[config.mk]
export PLATFORM = sky130hd
export DESIGN_NAME = stream_demux4
export DESIGN_NICKNAME = d
export VERILOG_FILES = /design/src/rtl/stream_demux4.sv
export SDC_FILE = /design/constraint.sdc
export NUM_CORES = 1
export LEC_CHECK = 0
export CORE_ASPECT_RATIO = 2
export CORE_MARGIN = 4
export CORE_UTILIZATION = 41
export DETAILED_ROUTE_END_ITERATION = 8
export GPL_TIMING_DRIVEN = 0
export HOLD_SLACK_MARGIN = 0.12
export PLACE_DENSITY = 0.75
export SLEW_MARGIN = 20
export SYNTH_ARGS = -nofsm -noshare
export SYNTH_HDL_FRONTEND = slang
export SYNTH_SLANG_ARGS = --single-unit
[constraint.sdc]
create_clock -name clk -period 1.92 [get_ports clk]
set_clock_uncertainty 0.1 [all_clocks]
set_input_delay 0.192 -clock clk [delete_from_list [all_inputs] [get_ports clk]]
set_output_delay 0.192 -clock clk [all_outputs]
set_load 0.02 [all_outputs]
[src/rtl/stream_demux4.sv]
// stream_demux4
//   Routes each accepted input word to one of four output channels. The
//   destination is selected by in_sel, or the word goes to all four channels
//   when in_bcast is high. Each channel has a one-entry register slot, so an
//   output stage can hold one word while its consumer stalls. Stalled
//   channels never block unicast traffic aimed at another channel.
//
// Ports
//   clk            single clock, rising-edge state updates
//   rst            asynchronous active-high reset
//   in_valid       upstream offers a word
//   in_ready       word offered this cycle will be accepted
//   in_data        offered word (BUS_WIDTH bits)
//   in_sel         destination channel index (0..3)
//   in_bcast       deliver the word to all four channels
//   out_valid[i]   channel i holds a word
//   out_ready[i]   channel i consumer takes the word
//   out_data0..3   channel word registers
//   accept_count   accepted input transfers, modulo 256

module stream_demux4 #(
  parameter int BUS_WIDTH = 8
) (
  input  logic                 clk,
  input  logic                 rst,
  input  logic                 in_valid,
  output logic                 in_ready,
  input  logic [BUS_WIDTH-1:0] in_data,
  input  logic [1:0]           in_sel,
  input  logic                 in_bcast,
  output logic [3:0]           out_valid,
  input  logic [3:0]           out_ready,
  output logic [BUS_WIDTH-1:0] out_data0,
  output logic [BUS_WIDTH-1:0] out_data1,
  output logic [BUS_WIDTH-1:0] out_data2,
  output logic [BUS_WIDTH-1:0] out_data3,
  output logic [7:0]           accept_count
);

  logic [3:0]           full;
  logic [3:0]           available;
  logic [3:0]           load_mask;
  logic                 in_xfer;
  logic [BUS_WIDTH-1:0] slot_data0;
  logic [BUS_WIDTH-1:0] slot_data1;
  logic [BUS_WIDTH-1:0] slot_data2;
  logic [BUS_WIDTH-1:0] slot_data3;

  // A slot can take a new word if it is empty or its current word leaves on
  // this same edge, which gives one word per cycle per channel without a
  // bubble. A broadcast needs every slot to be available so that it loads
  // all four or none.
  always_comb begin
    available = ~full | out_ready;
    in_ready  = in_bcast ? (&available) : available[in_sel];
    in_xfer   = in_valid && in_ready;
    load_mask = 4'b0000;
    if (in_xfer) begin
      if (in_bcast) begin
        load_mask = 4'b1111;
      end else begin
        load_mask = 4'b0001 << in_sel;
      end
    end
  end

  // A load always wins over an output transfer on the same slot; otherwise
  // a consumed word empties the slot and an unconsumed one is kept.
  always_ff @(posedge clk or posedge rst) begin
    if (rst) begin
      full <= 4'b0000;
    end else begin
      full <= load_mask | (full & ~out_ready);
    end
  end

  // Data registers only change on a load, so a held word stays stable while
  // the consumer stalls and out_ready by itself never alters the data.
  always_ff @(posedge clk or posedge rst) begin
    if (rst) begin
      slot_data0 <= '0;
      slot_data1 <= '0;
      slot_data2 <= '0;
      slot_data3 <= '0;
    end else begin
      if (load_mask[0]) slot_data0 <= in_data;
      if (load_mask[1]) slot_data1 <= in_data;
      if (load_mask[2]) slot_data2 <= in_data;
      if (load_mask[3]) slot_data3 <= in_data;
    end
  end

  // A broadcast counts as a single accepted transfer; the counter wraps
  // naturally at 256.
  always_ff @(posedge clk or posedge rst) begin
    if (rst) begin
      accept_count <= 8'd0;
    end else if (in_xfer) begin
      accept_count <= accept_count + 8'd1;
    end
  end

  assign out_valid = full;
  assign out_data0 = slot_data0;
  assign out_data1 = slot_data1;
  assign out_data2 = slot_data2;
  assign out_data3 = slot_data3;

endmodule

==> results.ini, run 1 <==
[status]
status=finished, violations left
failed_checks=negative setup slack

[synth]
synth_area_leaders=dfrtp_1, mux2_2, a221oi_4, xor2_1, nand2b_1
synthCells=131
syn_area_sq_mm=0.00193
synth_edf_count=0
avgSynthCellArea_sq_um=14.7
synthDominantCellAreaShare_pct=57.0
synth-async-reset-ratio_pct=100
ys.flop_type=dfrtp_1
yosys.cell_types.count=26
yosys.area.top_type=dfrtp_1
synth_seq_cells=44
synth-seq-area-share_pct=57.0
yosys_warnings=0
synth_fp_nets=150

[global_route]
grt_overflow_total=0
grt_util_all_layers_pct=17.7
grt_pass1_vias=1533
grt_pass1_wl_mm=8.05
grt_max_degree=35
antenna_found_initial=0

[drt]
vias=1448
viasPerCell=5.27
drtPass1Iterations=5
first_iter_violations=31
ant_nets=0
routed_wirelength_mm=5.12
drcViolationCount=0
wl_per_cell_um=18.6

[placed_design]
postPlaceCellArea_sq_mm=0.00266
port_buffers=62
dp_slack_ns=-0.579
gp_congestion=0.816
post-dp-hpwl_mm=3.54

[floorplanning]
fp-row-count=35
die_h_um=105
die_w_um=56.5
start_util_pct=42.0
die_area_sq_mm=0.00594
coreArea_sq_mm=0.00460
io_pins=63

[clock_network]
cts_tree=yes
clock_path_buffers=2
clock-root-buffer=clkbuf_8
clk_pin_slew_ns=0.09
cts_inserted_buffers=5
h-tree-depth=2
cts_num_sinks=44
clock_latency_ns=0.29

[sta]
holdWs_ns=0.151
fin_crit_sh_pct=102
finalWorstSetupSlack_ns=-0.0351
worst_pin_slew_ns=0.329
slew_headroom_pct=78.0
slew_violations=0
hold_viol=0
setup_viol=14
fin_crit_ns=1.96
rsz0062_at_grt=true
max_freq_mhz=511

[worst_setup_path]
path_class=flop to flop
path_max_fanout=9
required_ns=1.98
reg2reg_to=out_data3[6]
startpoint=out_valid[2]
cp-start-kind=flop
r2r_slack_ns=-0.04
endpoint_kind=flop
rr_worst_depth=7
worstPathArrival_ns=2.02
timing.rr.start=out_valid[2]

[layout]
final_area_sq_mm=0.00306
drive_gt1_share_pct=37.7
final_cell_mix=clkdlybuf4s50_1, dfrtp_1, mux2_2, buf_4, mux2_4
nNetsFinal=238
synthToLayoutAreaGrowth_pct=58.6
post-route-util_pct=66.6
antenna_cells=0
nFillCells=344
final_common_cell=clkdlybuf4s50_1

[worst_hold_path]
hold_class=input pin to flop
hold_depth=3
hold_path.startpoint=out_ready[2]
holdPathEnd=out_valid[2]

[power]
power.total_mw=4.19
peakVddDrop_v=0.000893
powerDensity_mw_per_mm2=1370
cellLeakagePower_nw=1.32

[run]
drv_cap=0

==> cell families (layout without fill, tap and decap cells) <==
group           Yosys count  count (layout)  share of synthesized area [%]
compound gates           20              20                           11.9
fa+ha+maj                 1               1                          0.648
flops                    44              44                           57.0
mux                      33              33                           19.2
buf+inv                  10              99                           2.72
xor+xnor                  7               7                           3.18
simple gates             16              16                           5.25
==> cell type report <==
type	instances	area [sq um]	area share [%]
sequential	44	1100	36.1
multi-input combinational	77	891	29.1
timing repair buffer	81	838	27.4
clock buffer	7	86.3	2.82
tap	55	68.8	2.25
buffer	3	37.5	1.23
inverter	7	27.5	0.899
clock inverter	1	7.51	0.245
==> flip-flops by register name, indices dropped and copies added, names as in the netlist <==
signal,flops
accept_count,8
out_data0,8
out_data1,8
out_data2,8
out_data3,8
out_valid,4
==> what timing repair did <==
item                                    CTS  global route
pin swaps                                 4             3
setup buffers                            11             6
endpoints found under the setup margin   33            37
gates resized for setup                  15            20
hold endpoints to repair                 10             0
hold buffers                              1             0
==> Yosys cell counts, types with 2 or more instances <==
cell	count
nand2b_1	5
buf_4	2
a221oi_4	3
mux2_1	2
a2111oi_0	3
xor2_1	7
a21o_1	4
dfrtp_1	44
nand3_1	3
mux2_2	31
a21oi_1	3
a211oi_1	3
nand2_1	3
inv_1	6
==> through the flow <==
stage	std cells	TNS, ns
after floorplan	131	0
after global placement	248	-25.07
after detailed placement	249	-21.09
after CTS	269	-0.208
after global routing	275	-1.03
final	275	-0.267
==> critical path, cell delays in order, from the launching register on <==
cell and delay [ns]:
dfrtp_2 0.43, or4bb_4 0.22, o221ai_4 0.10, buf_6 0.15
buf_12 0.12, a221oi_4 0.21, buf_12 0.17, mux2_2 0.33
==> where the power goes <==
| group | internal, mW | leakage (nW) | switching [mW] |
|---|---|---|---|
| registers | 1.27 | 0.511 | 0.265 |
| clock network | 0.292 | 0.0445 | 0.294 |
| logic | 1.11 | 0.765 | 0.956 |
==> worst max path at each step <==
stage | depth (start not counted) | slack (ns) | endpoint
detailed placement | 6 | -0.58 | in_ready
global route | 7 | -0.08 | out_data3[3]
global placement | 6 | -0.53 | out_data0[5]
floorplan | 5 | 0.01 | out_data3[1]
CTS | 7 | -0.02 | out_data0[2]
finish | 7 | -0.04 | out_data3[6]
==> layer usage <==
layer  part of all wire (%)  vias up  GRT usage, %
met5                      0        -             0
met4                    2.8        0          6.62
met3                    4.4       10          3.21
met2                     57       56          34.0
met1                     36      733          18.1
li1                       -      649             -
Note: power is estimated with default switching activity, not from simulation.
==> inputs of run 2 (changes only) <==
--- a/config.mk
+++ b/config.mk
@@ -5,6 +5,7 @@
 export SDC_FILE = /design/constraint.sdc
 export NUM_CORES = 1
 export LEC_CHECK = 0
+export ABC_AREA = 0
 export CORE_ASPECT_RATIO = 2
 export CORE_MARGIN = 4
 export CORE_UTILIZATION = 41
==> results of run 2 <==
Same layout as run 1: the final DEF is identical, and so are final timing and power.
==> inputs of run 3 (changes only) <==
--- a/config.mk
+++ b/config.mk
@@ -9,6 +9,7 @@
 export CORE_ASPECT_RATIO = 2
 export CORE_MARGIN = 4
 export CORE_UTILIZATION = 41
+export CTS_CLUSTER_SIZE = 30
 export DETAILED_ROUTE_END_ITERATION = 8
 export GPL_TIMING_DRIVEN = 0
 export HOLD_SLACK_MARGIN = 0.12
==> results of run 3 <==
Same layout as run 1: the final DEF is identical, and so are final timing and power.
